==> src/rtl/rgb_stream_packer_pkg.sv <==
`default_nettype none
// ============================================================================
// rgb_stream_packer_pkg : shared byte/pixel types for the RGB stream packer
// Rev 1.0 - initial release
// ============================================================================
package rgb_stream_packer_pkg;

  typedef logic [7:0]      byte_t;
  typedef logic [1:0]      count_t;
  typedef logic [2:0][7:0] bytes3_t;
  typedef logic [3:0][7:0] bytes4_t;

  // Index 0 is the lowest-addressed stream byte, so blue lands in lane 0.
  function automatic bytes3_t pixel_bytes(input byte_t r, input byte_t g, input byte_t b);
    return {r, g, b};
  endfunction

endpackage
`default_nettype wire

==> src/rtl/rgb_stream_packer_if.sv <==
`default_nettype none
// ============================================================================
// pixel_stream_if / axis32_if : pixel-generator and 32-bit AXI4-Stream bundles
// Rev 1.0 - initial release
// ============================================================================
interface pixel_stream_if;
  logic [7:0] r;
  logic [7:0] g;
  logic [7:0] b;
  logic       valid;
  logic       sof;
  logic       eol;
  logic       in_stream_ready;

  modport master (output r, g, b, valid, sof, eol, input in_stream_ready);
  modport slave  (input r, g, b, valid, sof, eol, output in_stream_ready);
endinterface

interface axis32_if;
  logic [31:0] out_stream_tdata;
  logic [3:0]  out_stream_tkeep;
  logic        out_stream_tlast;
  logic        out_stream_tuser;
  logic        out_stream_tvalid;
  logic        out_stream_tready;

  modport master (output out_stream_tdata, out_stream_tkeep, out_stream_tlast,
                  output out_stream_tuser, out_stream_tvalid, input out_stream_tready);
  modport slave  (input out_stream_tdata, out_stream_tkeep, out_stream_tlast,
                  input out_stream_tuser, out_stream_tvalid, output out_stream_tready);
endinterface
`default_nettype wire

==> src/rtl/rgb_stream_packer.sv <==
`default_nettype none
// ============================================================================
// rgb_stream_packer : packs 24-bit RGB pixels into a 32-bit AXI4-Stream
// Rev 1.0 - initial release
// ============================================================================
module rgb_stream_packer
  import rgb_stream_packer_pkg::*;
(
  input  logic          aclk,
  input  logic          aresetn,
  pixel_stream_if.slave pix,
  axis32_if.master      axis
);

  localparam logic [3:0] KEEP_ALL = 4'hF;

  bytes3_t     lo_q, lo_d;
  count_t      n_q, n_d;
  logic        flush_q, flush_d;
  logic        sof_pend_q, sof_pend_d;
  logic [31:0] tdata_q, tdata_d;
  logic        tlast_q, tlast_d;
  logic        tuser_q, tuser_d;
  logic        tvalid_q, tvalid_d;

  logic    slot_free;
  logic    ready;
  logic    accept;
  count_t  n_eff;
  bytes3_t px;
  bytes3_t rem;
  bytes4_t pack_word;
  bytes4_t flush_word;

  assign slot_free = !tvalid_q || axis.out_stream_tready;
  assign ready     = aresetn && slot_free && !flush_q;
  assign accept    = pix.valid && ready;
  assign px        = pixel_bytes(pix.r, pix.g, pix.b);
  // An sof pixel resyncs the stream: any leftover bytes are abandoned.
  assign n_eff     = pix.sof ? 2'd0 : n_q;

  always_comb begin : lane_mux
    pack_word  = '0;
    rem        = '0;
    flush_word = '0;
    case (n_eff)
      2'd1: pack_word = {px[2], px[1], px[0], lo_q[0]};
      2'd2: begin
        pack_word = {px[1], px[0], lo_q[1], lo_q[0]};
        rem[0]    = px[2];
      end
      2'd3: begin
        pack_word = {px[0], lo_q[2], lo_q[1], lo_q[0]};
        rem[0]    = px[1];
        rem[1]    = px[2];
      end
      default: rem = px;
    endcase
    for (int k = 0; k < 3; k++) begin
      if (k < int'(n_q)) flush_word[k] = lo_q[k];
    end
  end

  always_comb begin : next_state
    lo_d       = lo_q;
    n_d        = n_q;
    flush_d    = flush_q;
    sof_pend_d = sof_pend_q;
    tdata_d    = tdata_q;
    tlast_d    = tlast_q;
    tuser_d    = tuser_q;
    tvalid_d   = tvalid_q;

    if (tvalid_q && axis.out_stream_tready) tvalid_d = 1'b0;

    if (flush_q && slot_free) begin
      tdata_d    = flush_word;
      tlast_d    = 1'b1;
      tuser_d    = sof_pend_q;
      tvalid_d   = 1'b1;
      sof_pend_d = 1'b0;
      flush_d    = 1'b0;
      n_d        = 2'd0;
    end else if (accept) begin
      if (n_eff == 2'd0) begin
        lo_d       = px;
        n_d        = 2'd3;
        sof_pend_d = pix.sof ? 1'b1 : sof_pend_q;
        flush_d    = pix.eol;
      end else begin
        tdata_d    = pack_word;
        tuser_d    = sof_pend_q;
        tvalid_d   = 1'b1;
        sof_pend_d = 1'b0;
        lo_d       = rem;
        n_d        = count_t'(n_eff - 2'd1);
        // eol with nothing left over ends the line on this word; otherwise a flush word follows.
        tlast_d    = pix.eol && (n_eff == 2'd1);
        flush_d    = pix.eol && (n_eff != 2'd1);
      end
    end
  end

  always_ff @(posedge aclk) begin
    if (!aresetn) begin
      lo_q       <= '0;
      n_q        <= '0;
      flush_q    <= 1'b0;
      sof_pend_q <= 1'b0;
      tdata_q    <= '0;
      tlast_q    <= 1'b0;
      tuser_q    <= 1'b0;
      tvalid_q   <= 1'b0;
    end else begin
      lo_q       <= lo_d;
      n_q        <= n_d;
      flush_q    <= flush_d;
      sof_pend_q <= sof_pend_d;
      tdata_q    <= tdata_d;
      tlast_q    <= tlast_d;
      tuser_q    <= tuser_d;
      tvalid_q   <= tvalid_d;
    end
  end

  assign pix.in_stream_ready    = ready;
  assign axis.out_stream_tdata  = tdata_q;
  assign axis.out_stream_tkeep  = KEEP_ALL;
  assign axis.out_stream_tlast  = tlast_q;
  assign axis.out_stream_tuser  = tuser_q;
  assign axis.out_stream_tvalid = tvalid_q;

endmodule
`default_nettype wire

==> src/flat_wrapper.sv <==
// flat-port wrapper written by rule: the top's interface ports become plain ports
module rgb_stream_packer_flat import rgb_stream_packer_pkg::*;
  (aclk, aresetn, pix_r, pix_g, pix_b, pix_valid, pix_sof, pix_eol, pix_in_stream_ready, axis_out_stream_tdata, axis_out_stream_tkeep, axis_out_stream_tlast, axis_out_stream_tuser, axis_out_stream_tvalid, axis_out_stream_tready);
  pixel_stream_if pix_i ();
  axis32_if axis_i ();
  input  logic aclk;
  input  logic aresetn;
  input wire logic [$bits(pix_i.r)-1:0] pix_r;
  input wire logic [$bits(pix_i.g)-1:0] pix_g;
  input wire logic [$bits(pix_i.b)-1:0] pix_b;
  input wire logic [$bits(pix_i.valid)-1:0] pix_valid;
  input wire logic [$bits(pix_i.sof)-1:0] pix_sof;
  input wire logic [$bits(pix_i.eol)-1:0] pix_eol;
  output wire logic [$bits(pix_i.in_stream_ready)-1:0] pix_in_stream_ready;
  output wire logic [$bits(axis_i.out_stream_tdata)-1:0] axis_out_stream_tdata;
  output wire logic [$bits(axis_i.out_stream_tkeep)-1:0] axis_out_stream_tkeep;
  output wire logic [$bits(axis_i.out_stream_tlast)-1:0] axis_out_stream_tlast;
  output wire logic [$bits(axis_i.out_stream_tuser)-1:0] axis_out_stream_tuser;
  output wire logic [$bits(axis_i.out_stream_tvalid)-1:0] axis_out_stream_tvalid;
  input wire logic [$bits(axis_i.out_stream_tready)-1:0] axis_out_stream_tready;
  assign pix_i.r = pix_r;
  assign pix_i.g = pix_g;
  assign pix_i.b = pix_b;
  assign pix_i.valid = pix_valid;
  assign pix_i.sof = pix_sof;
  assign pix_i.eol = pix_eol;
  assign pix_in_stream_ready = pix_i.in_stream_ready;
  assign axis_out_stream_tdata = axis_i.out_stream_tdata;
  assign axis_out_stream_tkeep = axis_i.out_stream_tkeep;
  assign axis_out_stream_tlast = axis_i.out_stream_tlast;
  assign axis_out_stream_tuser = axis_i.out_stream_tuser;
  assign axis_out_stream_tvalid = axis_i.out_stream_tvalid;
  assign axis_i.out_stream_tready = axis_out_stream_tready;
  rgb_stream_packer u_core (.aclk(aclk), .aresetn(aresetn), .pix(pix_i), .axis(axis_i));
endmodule
==> config.mk <==
export PLATFORM = sky130hd
export DESIGN_NAME = rgb_stream_packer_flat
export DESIGN_NICKNAME = d
export VERILOG_FILES = /design/src/rtl/rgb_stream_packer_pkg.sv /design/src/rtl/rgb_stream_packer_if.sv /design/src/rtl/rgb_stream_packer.sv /design/src/flat_wrapper.sv
export SDC_FILE = /design/constraint.sdc
export NUM_CORES = 1
export LEC_CHECK = 0
export CAP_MARGIN = 20
export CORE_MARGIN = 2
export CORE_UTILIZATION = 45
export DETAILED_ROUTE_END_ITERATION = 7
export GPL_TIMING_DRIVEN = 1
export PLACE_DENSITY = 0.72
export SYNTH_ARGS = -nofsm -noshare
export SYNTH_HDL_FRONTEND = slang
export SYNTH_SLANG_ARGS = --single-unit
==> constraint.sdc <==
create_clock -name aclk -period 2.4 [get_ports aclk]
set_input_delay 0.48 -clock aclk [delete_from_list [all_inputs] [get_ports aclk]]
set_output_delay 0.48 -clock aclk [all_outputs]
set_load 0.01 [all_outputs]
==> key figures <==
Outcome
  – Status: completed

Finish
  – P&R area growth vs syn: 35.4%
  – Layout Nets: 456
  – Share of post-route cells with drive strength above 1: 13.4%
  – Most frequent cells in the layout: clkdlybuf4s50_1 (65), dfxtp_1 (63), a21oi_1 (47), nand2_1 (40), buf_4 (26)
  – Fill cells: 575
  – Antenna diode count: 0
  – Commonest non-fill, non-tap cell in the layout: clkdlybuf4s50_1
  – Finished Layout Cells: 503

Die
  – Starting density of the core: 47.0%
  – Core box area: 6390 µm²
  – Die X: 85.6 µm
  – Chip Height: 85.6 µm
  – Die area: 7330 µm²
  – Row cnt: 29
  – Ports: 70

Synth
  – Avg Inst Size Synth: 8.69 µm²
  – Simple-gate share of the synthesized area: 15.9%
  – Count of warnings emitted by yosys: 0
  – Yosys cell types: 44
  – Synth Area in Adders: 2.09%
  – Post-synth EDFFs: 0
  – Register area share after synthesis: 42.1%
  – Synth Flop Type: dfxtp_1
  – Async SR Flop Fraction: 0%
  – Xor/xnor share of the synthesized area: 0%
  – Compound-Gate Fraction of Synth Area: 33.2%
  – Syn Inst Count: 345
  – Cell Area, Synth: 3000 µm²
  – FF+latch count, synth: 63
  – Largest family of logic cells by synthesized area: compound AO/OA/AOI/OAI gates
  – Mux share of post-synthesis cell area: 0%

Critical path
  – CP bufs+invs: 2
  – R2R Path End: u_core.lo_q[3]
  – R2r setup slk: 0.38 ns
  – Setup CP Type: input pin to output pin
  – CP Data Required Time: 1.92 ns
  – Worst r2r src: u_core.n_q[0]
  – Cells along the critical path: clkdlybuf4s50_1, nand2b_2, nand2_1, nor2_1, clkdlybuf4s50_1
  – Critical path arrival: 1.77 ns
  – Startpoint types: input pin
  – CP peak stage delay: 0.54 ns
  – CP dominant cell by count: clkdlybuf4s50_1
  – FF-to-FF path depth: 9
  – Crit Path Max Fanout: 2
  – Setup crit end kind: output pin
  – CP delay by family, top: buffers and inverters
  – Worst path slowest cell: clkdlybuf4s50_1

Global route
  – Initial antenna violation count: 0
  – Vias in the first global route: 2877
  – Largest net degree at the start of global routing: 34
  – First-pass GRT wire length: 14.7 mm
  – Tot GR Track Use: 26.1%
  – Grt ovf: 0

Detailed routing
  – DR WL met2: 4.27 mm
  – Initial DRC Count: 310
  – Uppermost layer routed: met4
  – Total Wirelength: 9.29 mm
  – DR vias: 3061
  – DR WL/cell: 18.5 µm
  – Met1 WL: 3.92 mm
  – Post-route ant nets: 0
  – Drt drc: 0
  – Via-per-instance ratio: 6.09
  – Met3 wire length: 920 µm
  – Drt first pass iters: 5

Clocking
  – Worst-Skew Late Latency: 0.34 ns
  – H-tree depth: 3
  – Clk Tree Root Cell: clkbuf_8
  – Post-CTS sizing: 0
  – Clock sinks: 63
  – CTS tree: built
  – Reg clk slew, reported paths: 0.06 ns
  – CTS Hold Bufs: 0
  – CTS buffer count: 9
  – Post-CTS Setup Bufs: 0
  – Clock Path Buffers: 2

Min path
  – Hold Path Class: flip-flop to flip-flop
  – Hold Path End: u_core.lo_q[5]
  – Min-Delay Path Depth: 2
  – Worst Hold Launch: u_core.lo_q[5]

STA
  – Tmin final: 2.25 ns
  – Setup_tns: 0 ns
  – Relative slew margins: 51.9%
  – Slew Viols, Final: 0
  – Peak Freq: 444 MHz
  – Final hold violations: 0
  – RSZ-0062 raised after global routing: false
  – Period Utilization, post-route: 93.9%
  – Clock skew: 0.00723 ns
  – Worst slew pin tran: 0.721 ns
  – Final Setup Violations: 0

Placement
  – Hpwl dp: 6.80 mm
  – I/O Buffers: 65
  – Inst Count DP: 487
  – Final estimated routing congestion in global placement: 1.05

Pwr
  – Tot Pwr: 0.00242 W
  – Leakage: 1.42 nW
  – PD cells: 596 nW/µm²
  – VDD IR max: 444 µV

Flow run
  – # Max-Cap Violations: 0
[tightest hold or removal path, delay by kind of cell (launching register included)]
family	cells	cell delay, ns
simple gates	1	0.05
compound gates	1	0.05
flops	1	0.31
[flip-flops by register name, summed over array words and instances, names as in the netlist]
signal                         flops
u_core.lo_q                       24
u_core.n_q                         2
u_core.axis.out_stream_tlast       1
u_core.axis.out_stream_tdata      32
u_core.axis.out_stream_tvalid      1
u_core.flush_q                     1
u_core.axis.out_stream_tuser       1
u_core.sof_pend_q                  1
[cell type report]
type                       instances  area, µm²  area share, %
timing repair buffer              97        966           23.8
multi-input combinational        247       1550           38.2
clock buffer                      13        159           3.91
sequential                        63       1260           31.1
tap                               77       96.3           2.37
clock inverter                     3       17.5          0.431
inverter                           3       11.3          0.277
[metal layers]
metal / track usage, % / up-vias
met5: 0 / -
met2: 40.1 / 164
li1: - / 1455
met1: 36.0 / 1429
met4: 12.0 / 0
met3: 4.14 / 13
[cell families (layout without fill, tap and decap cells)]
group | Yosys count | in the layout
AOI/OAI and AO/OA | 144 | 144
adders and majority gates | 5 | 5
buffers and inverters | 38 | 116
DFF | 63 | 63
other | 1 | 4
and+or+nand+nor | 94 | 94
[synth_stat cells, drive strengths merged (3+ instances only)]
| library cell | instances | share of area [%] |
|---|---|---|
| clkbuf | 10 | 1.3 |
| nor2 | 15 | 2.1 |
| a22o | 6 | 1.8 |
| a32oi | 8 | 2.3 |
| inv | 3 | 0.38 |
| a21oi | 48 | 8.1 |
| buf | 25 | 5.0 |
| ha | 5 | 2.1 |
| nor2b | 10 | 2.2 |
| o22ai | 3 | 0.63 |
| a221oi | 8 | 2.3 |
| dfxtp | 63 | 42 |
| o211ai | 8 | 2.0 |
| a22oi | 8 | 2.0 |
| o2bb2ai | 10 | 3.1 |
| nand2 | 40 | 5.0 |
| a222oi | 15 | 5.0 |
| o21ai | 20 | 3.5 |
| nand2b | 6 | 1.3 |
| a211oi | 7 | 1.8 |
| nor3 | 12 | 2.0 |
[how the worst max path moves through the flow]
stage	startpoint	end	cells after the start
finish	axis_out_stream_tready	pix_in_stream_ready	5
global route	pix_sof	u_core.lo_q[3]	10
CTS	axis_out_stream_tready	pix_in_stream_ready	5
detailed placement	pix_sof	u_core.axis.out_stream_tdata[19]	9
global placement	pix_sof	u_core.axis.out_stream_tdata[12]	10
floorplan	pix_sof	u_core.axis.out_stream_tdata[1]	9
[power by group]
group / total (W) / internal [W] / leakage (nW) / switching [W]
Combinational: 0.000453 / 0.000217 / 0.822 / 0.000235
Clock: 0.000827 / 0.000429 / 0.0894 / 0.000398
Sequential: 0.00114 / 0.00110 / 0.513 / 0.0000383
Total: 0.00242 / 0.00175 / 1.42 / 0.000672
[per-stage QoR]
stage          cell area, µm²  utilization [%]  hold slack (ns)  setup slack [ns]
2_1_floorplan            3010                -            0.432             0.384
3_3_place_gp             3880             60.8            0.439           -0.0731
3_5_place_dp             3880             60.8            0.449            -0.139
4_1_cts                  4060             63.6            0.458             0.143
5_1_grt                  4060             63.6            0.483            0.0169
6_report                 4060             63.6            0.454             0.146
(Power assumes the default switching activity.)
